--- src/rtl/mem_access_unit_pkg.sv ---
// Shared constants, state encoding and small helpers for the data-RAM access unit.
package mem_pkg;

    localparam logic [2:0] F3_B  = 3'b000;
    localparam logic [2:0] F3_H  = 3'b001;
    localparam logic [2:0] F3_W  = 3'b010;
    localparam logic [2:0] F3_BU = 3'b100;
    localparam logic [2:0] F3_HU = 3'b101;

    // The RAM treats this select value as a no-op.
    localparam logic [3:0] SEL_IDLE = 4'b1110;

    typedef enum logic [1:0] {
        IDLE   = 2'd0,
        ACCESS = 2'd1,
        RESP   = 2'd2
    } state_t;

    function automatic logic [2:0] access_size(input logic [2:0] funct3);
        case (funct3)
            F3_H, F3_HU: return 3'd2;
            F3_W:        return 3'd4;
            default:     return 3'd1;
        endcase
    endfunction

    function automatic logic [31:0] width_mask(input logic [2:0] funct3);
        case (access_size(funct3))
            3'd1:    return 32'h0000_00ff;
            3'd2:    return 32'h0000_ffff;
            default: return 32'hffff_ffff;
        endcase
    endfunction

endpackage

--- src/rtl/mem_req_check.sv ---
// Combinational legality check of a load/store request: opcode, alignment and RAM bounds.
module mem_req_check #(
    parameter int MEM_BYTES   = 4096,
    parameter int ALIGN_CHECK = 1
) (
    input  logic        we,
    input  logic [2:0]  funct3,
    input  logic [31:0] addr,
    output logic        err
);
    import mem_pkg::*;

    logic        illegal;
    logic        misaligned;
    logic        out_of_range;
    logic [32:0] last_byte;

    always_comb begin
        illegal = (funct3 == 3'b011) || (funct3 == 3'b110) || (funct3 == 3'b111)
               || (we && ((funct3 == F3_BU) || (funct3 == F3_HU)));
        misaligned = (ALIGN_CHECK != 0)
                  && ((((funct3 == F3_H) || (funct3 == F3_HU)) && addr[0])
                   || ((funct3 == F3_W) && (addr[1:0] != 2'b00)));
        // 33-bit sum so an access near 2^32 cannot wrap back into range
        last_byte    = {1'b0, addr} + 33'(access_size(funct3)) - 33'd1;
        out_of_range = last_byte >= 33'(MEM_BYTES);
        err          = illegal || misaligned || out_of_range;
    end

endmodule

--- src/rtl/mem_access_unit.sv ---
// Load/store initiator for the byte-addressed data RAM: check, hold the bus, return a response.
module mem_access_unit #(
    parameter int MEM_BYTES   = 4096,
    parameter int WAIT_CYCLES = 1,
    parameter int ALIGN_CHECK = 1
) (
    input  logic        clk,
    input  logic        rst,
    input  logic        req_valid,
    output logic        req_ready,
    input  logic        req_we,
    input  logic [2:0]  req_funct3,
    input  logic [31:0] req_addr,
    input  logic [31:0] req_wdata,
    output logic        rsp_valid,
    input  logic        rsp_ready,
    output logic [31:0] rsp_rdata,
    output logic        rsp_err,
    output logic [31:0] mem_addr,
    output logic [3:0]  mem_sel,
    output logic [31:0] mem_wdata,
    input  logic [31:0] mem_rdata
);
    import mem_pkg::*;

    localparam int CW = (WAIT_CYCLES > 1) ? $clog2(WAIT_CYCLES) : 1;

    state_t        state;
    logic [CW-1:0] wait_cnt;
    logic [2:0]    op_funct3;
    logic          op_we;
    logic          chk_err;

    mem_req_check #(
        .MEM_BYTES   (MEM_BYTES),
        .ALIGN_CHECK (ALIGN_CHECK)
    ) u_check (
        .we     (req_we),
        .funct3 (req_funct3),
        .addr   (req_addr),
        .err    (chk_err)
    );

    // Gated by rst so the unit never looks ready while held in reset.
    assign req_ready = (state == IDLE) && !rst;

    // Extension is redone here; upper RAM bits for narrow loads are not trusted.
    function automatic logic [31:0] extend(input logic [2:0] funct3, input logic [31:0] r);
        case (funct3)
            F3_B:    return {{24{r[7]}}, r[7:0]};
            F3_H:    return {{16{r[15]}}, r[15:0]};
            F3_BU:   return {24'd0, r[7:0]};
            F3_HU:   return {16'd0, r[15:0]};
            default: return r;
        endcase
    endfunction

    always_ff @(posedge clk or posedge rst) begin
        if (rst) begin
            state     <= IDLE;
            wait_cnt  <= '0;
            op_funct3 <= 3'd0;
            op_we     <= 1'b0;
            rsp_valid <= 1'b0;
            rsp_rdata <= 32'd0;
            rsp_err   <= 1'b0;
            mem_addr  <= 32'd0;
            mem_wdata <= 32'd0;
            mem_sel   <= SEL_IDLE;
        end else begin
            case (state)
                IDLE: begin
                    if (req_valid) begin
                        op_funct3 <= req_funct3;
                        op_we     <= req_we;
                        if (chk_err) begin
                            state     <= RESP;
                            rsp_valid <= 1'b1;
                            rsp_err   <= 1'b1;
                            rsp_rdata <= 32'd0;
                        end else begin
                            state     <= ACCESS;
                            wait_cnt  <= CW'(WAIT_CYCLES - 1);
                            mem_addr  <= req_addr;
                            mem_sel   <= {req_funct3, req_we};
                            mem_wdata <= req_wdata & width_mask(req_funct3);
                        end
                    end
                end
                ACCESS: begin
                    if (wait_cnt == '0) begin
                        state     <= RESP;
                        mem_sel   <= SEL_IDLE;
                        rsp_valid <= 1'b1;
                        rsp_err   <= 1'b0;
                        rsp_rdata <= op_we ? 32'd0 : extend(op_funct3, mem_rdata);
                    end else begin
                        wait_cnt <= wait_cnt - 1'b1;
                    end
                end
                RESP: begin
                    if (rsp_ready) begin
                        state     <= IDLE;
                        rsp_valid <= 1'b0;
                    end
                end
                default: state <= IDLE;
            endcase
        end
    end

endmodule
--- config.mk ---
export PLATFORM = sky130hd
export DESIGN_NAME = mem_access_unit
export DESIGN_NICKNAME = d
export VERILOG_FILES = /design/src/rtl/mem_access_unit_pkg.sv /design/src/rtl/mem_req_check.sv /design/src/rtl/mem_access_unit.sv
export SDC_FILE = /design/constraint.sdc
export NUM_CORES = 1
export LEC_CHECK = 0
export ABC_AREA = 1
export BUFFER_PORTS_ARGS = -buffer_cell sky130_fd_sc_hd__buf_2
export CORE_MARGIN = 8
export CORE_UTILIZATION = 50
export CTS_BUF_LIST = sky130_fd_sc_hd__clkbuf_2 sky130_fd_sc_hd__clkbuf_4 sky130_fd_sc_hd__clkbuf_8
export DETAILED_ROUTE_END_ITERATION = 10
export PLACE_DENSITY = 0.76
export SETUP_SLACK_MARGIN = 0.15
export SYNTH_ARGS = -nofsm -noshare
export SYNTH_HDL_FRONTEND = slang
export SYNTH_SLANG_ARGS = --single-unit
--- constraint.sdc ---
create_clock -name clk -period 7.8 [get_ports clk]
set_input_delay 0.78 -clock clk [delete_from_list [all_inputs] [get_ports clk]]
set_output_delay 0.78 -clock clk [all_outputs]
set_load 0.01 [all_outputs]
==> impl_metrics.py <==
metrics = {
    "clocking": {
        "clock_sinks": 108,
        "cts_tree": "yes",
        "path_clk_slew_ns": 0.13,
        "clkLatencyLatePin_ns": 0.39,
        "post_cts_resized": 0,
        "cts_hold_buffers": 0,
        "root_buffer": "clkbuf_8",
        "numCtsBuffers": 9,
        "h-tree-depth": 3,
        "clockBufferDepth": 2,
        "postCtsSetupBuffers": 0,
    },
    "timing": {
        "slew_headroom_pct": 33.57,
        "hold_viol": 0,
        "max_slew.worst_pin.slew_ns": 0.9928,
        "period_share_pct": 57.33,
        "fmax_mhz": 223.6,
        "setup-tns-final_ns": 0,
        "post-route-min-period_ns": 4.472,
        "finalSetupViolations": 0,
        "slew_violations": 0,
        "clock_skew_ns": 0.01157,
        "rsz0062_at_grt": "no",
    },
    "job": {
        "maxCapViolations": 0,
    },
    "final_layout": {
        "n_fill_cell": 1607,
        "antenna_cells": 0,
        "drive_gt1_share_pct": 16.81,
        "final_nets": 1633,
        "area_growth_pct": 16.18,
        "finish.utilization_pct": 59.55,
    },
    "synth": {
        "syn_nets": 1448,
        "synth.distinct_cells": 35,
        "netlist_instances": 1309,
        "mappedNetlistArea_mm2": 0.008143,
        "ys_seq_elements": 108,
        "avgSynthCellArea_um2": 6.221,
        "synthFlopType": "dfrtp_1",
        "synth_warnings": 0,
        "async_flop_share_pct": 100.0,
        "synth_edf_count": 0,
        "synth-seq-area-share_pct": 33.24,
    },
    "routing": {
        "wl_per_cell_um": 13.47,
        "vias": 8348,
        "routed_via_density": 4.868,
        "drt_pass1_iterations": 5,
        "routed_wl_mm": 23.10,
        "ant_nets": 0,
        "drc": 0,
        "drtIter0Drc": 588,
    },
    "global_route": {
        "grt_pass1_vias": 7879,
        "grtUsageTotal_pct": 22.56,
        "antenna_found_initial": 0,
        "grt_max_degree": 68,
        "grt_first_pass_wirelength_mm": 37.97,
        "grt_overflow": 0,
    },
    "power_and_ir_drop": {
        "peakVddDrop_v": 0.00008479,
        "power.density_mw_per_mm2": 160.5,
        "p_leak_nw": 5.893,
    },
    "critical_path": {
        "crit_path_start_kind": "input port",
        "max_stage_delay_ns": 0.51,
        "arrival_ns": 4.77,
        "cp_max_fo": 46,
        "path_delay_family": "simple AND/OR/NAND/NOR gates",
        "required_ns": 8.10,
        "worstSetupPathType": "in2reg",
        "cpMaxStageDelayCell": "buf_4",
        "cp_num_buf_inv": 7,
        "endpoint_kind": "flip-flop",
    },
    "place": {
        "dpl.hpwl_mm": 17.82,
        "gp_congestion": 0.9499,
        "port_buffers": 206,
    },
    "floorplanning": {
        "ioPinCount": 207,
        "core_mm2": 0.01589,
        "row_count": 46,
        "dieArea_mm2": 0.02063,
        "initial_core_util_pct": 51.26,
        "die_h_um": 143.6,
        "die_width_um": 143.6,
    },
    "hold_path": {
        "hp-class": "in2async",
    },
    "outcome": {
        "outcome": "completed",
    },
}
-- metal layers --
metal	routed length, um	GRT usage (%)	vias to the layer above
li1	-	-	4310
met1	10610	29.63	3741
met2	10390	36.62	257
met3	1619	4.214	40
met4	474	7.526	0
met5	0	0	-
-- per-stage QoR --
stage	hold WS, ns	power, mW	std cells	worst slack (ns)	cell area (um^2)
final	0.4433	1.518	1715	3.328	9460
after global routing	0.4971	1.617	1715	2.838	9460
after CTS	0.4576	1.525	1715	3.366	9460
after detailed placement	0.4532	1.125	1699	2.943	9234
after global placement	0.4479	1.118	1699	3.067	9234
after floorplan	0.4693	0.9911	1309	4.179	8143
-- Yosys cell counts (5+ instances only) --
library cell / instances / area share [%]
a21oi_1: 21 / 1.3
o21ai_0: 29 / 1.8
nor2_1: 64 / 3.0
buf_6: 16 / 2.2
nor2_2: 12 / 0.92
nand2_1: 530 / 24
ha_1: 34 / 5.2
inv_1: 305 / 14
nand4_1: 75 / 5.8
dfrtp_1: 105 / 32
nor3_1: 5 / 0.31
xor2_1: 5 / 0.54
clkbuf_1: 19 / 0.88
nand3_1: 53 / 3.3
nand3b_1: 6 / 0.55
-- cell usage in the layout (no fill, tap or decap), drive strengths merged, types with 2 or more instances in the layout --
cell type	synthesis	routed
a21oi	21	21
buf	18	211
clkbuf	19	9
clkinv	3	5
dfrtp	105	105
dfstp	3	3
ha	34	34
inv	306	310
nand2	534	534
nand3	55	55
nand3b	6	6
nand4	76	76
nor2	76	76
nor3	5	5
o21ai	30	30
o21bai	2	2
xnor2	3	3
xor2	5	5
-- registers in the layout, indices dropped and copies added (netlist names) --
name and count:
rsp_err 1, rsp_valid 1, op_we 1, op_funct3 3, mem_sel 4, rsp_rdata 32
mem_addr 32, state 2, mem_wdata 32
-- power by group --
part | internal, mW | switching (mW)
logic | 0.145 | 0.355
clock network | 0.161 | 0.236
registers | 0.593 | 0.0286
-- worst paths after layout --
path / from / to / slack (ns) / depth (start not counted)
worst max-delay path: req_funct3[2] / mem_addr[10]$_DFFE_PP0P_ / 3.33 / 26
worst min-delay path: rst / mem_wdata[1]$_DFFE_PP0P_ / 0.44 / 2
worst max register to register: state[1]$_DFFE_PP0P_ / state[1]$_DFFE_PP0P_ / 5.10 / 7
worst min register to register: mem_sel[1]$_DFFE_PP1P_ / mem_sel[1]$_DFFE_PP1P_ / 0.48 / 2
max in group asynchronous: rst / mem_addr[16]$_DFFE_PP0P_ / 6.12 / 3
min in group clk: mem_sel[1]$_DFFE_PP1P_ / mem_sel[1]$_DFFE_PP1P_ / 0.48 / 2
-- logic make-up after synthesis --
logic type / synth area share, %
AO/OA/AOI/OAI: 3.596
adder cells (fa/ha/maj): 5.470
AND/OR/NAND/NOR: 39.40
XOR/XNOR: 0.8605
flip-flops: 33.24
buffers and inverters: 17.44
-- layout make-up --
class                           count  area, um^2  area share, %
Clock buffer                        9       123.9          1.309
Clock inverter                      7       102.6          1.085
Multi-Input combinational cell    855        4026          42.56
Timing Repair Buffer              211        1069          11.29
Sequential cell                   108        2706          28.61
Tap cell                          216       270.3          2.857
Inverter                          309        1162          12.29
Power figures use the tool's default switching activity.
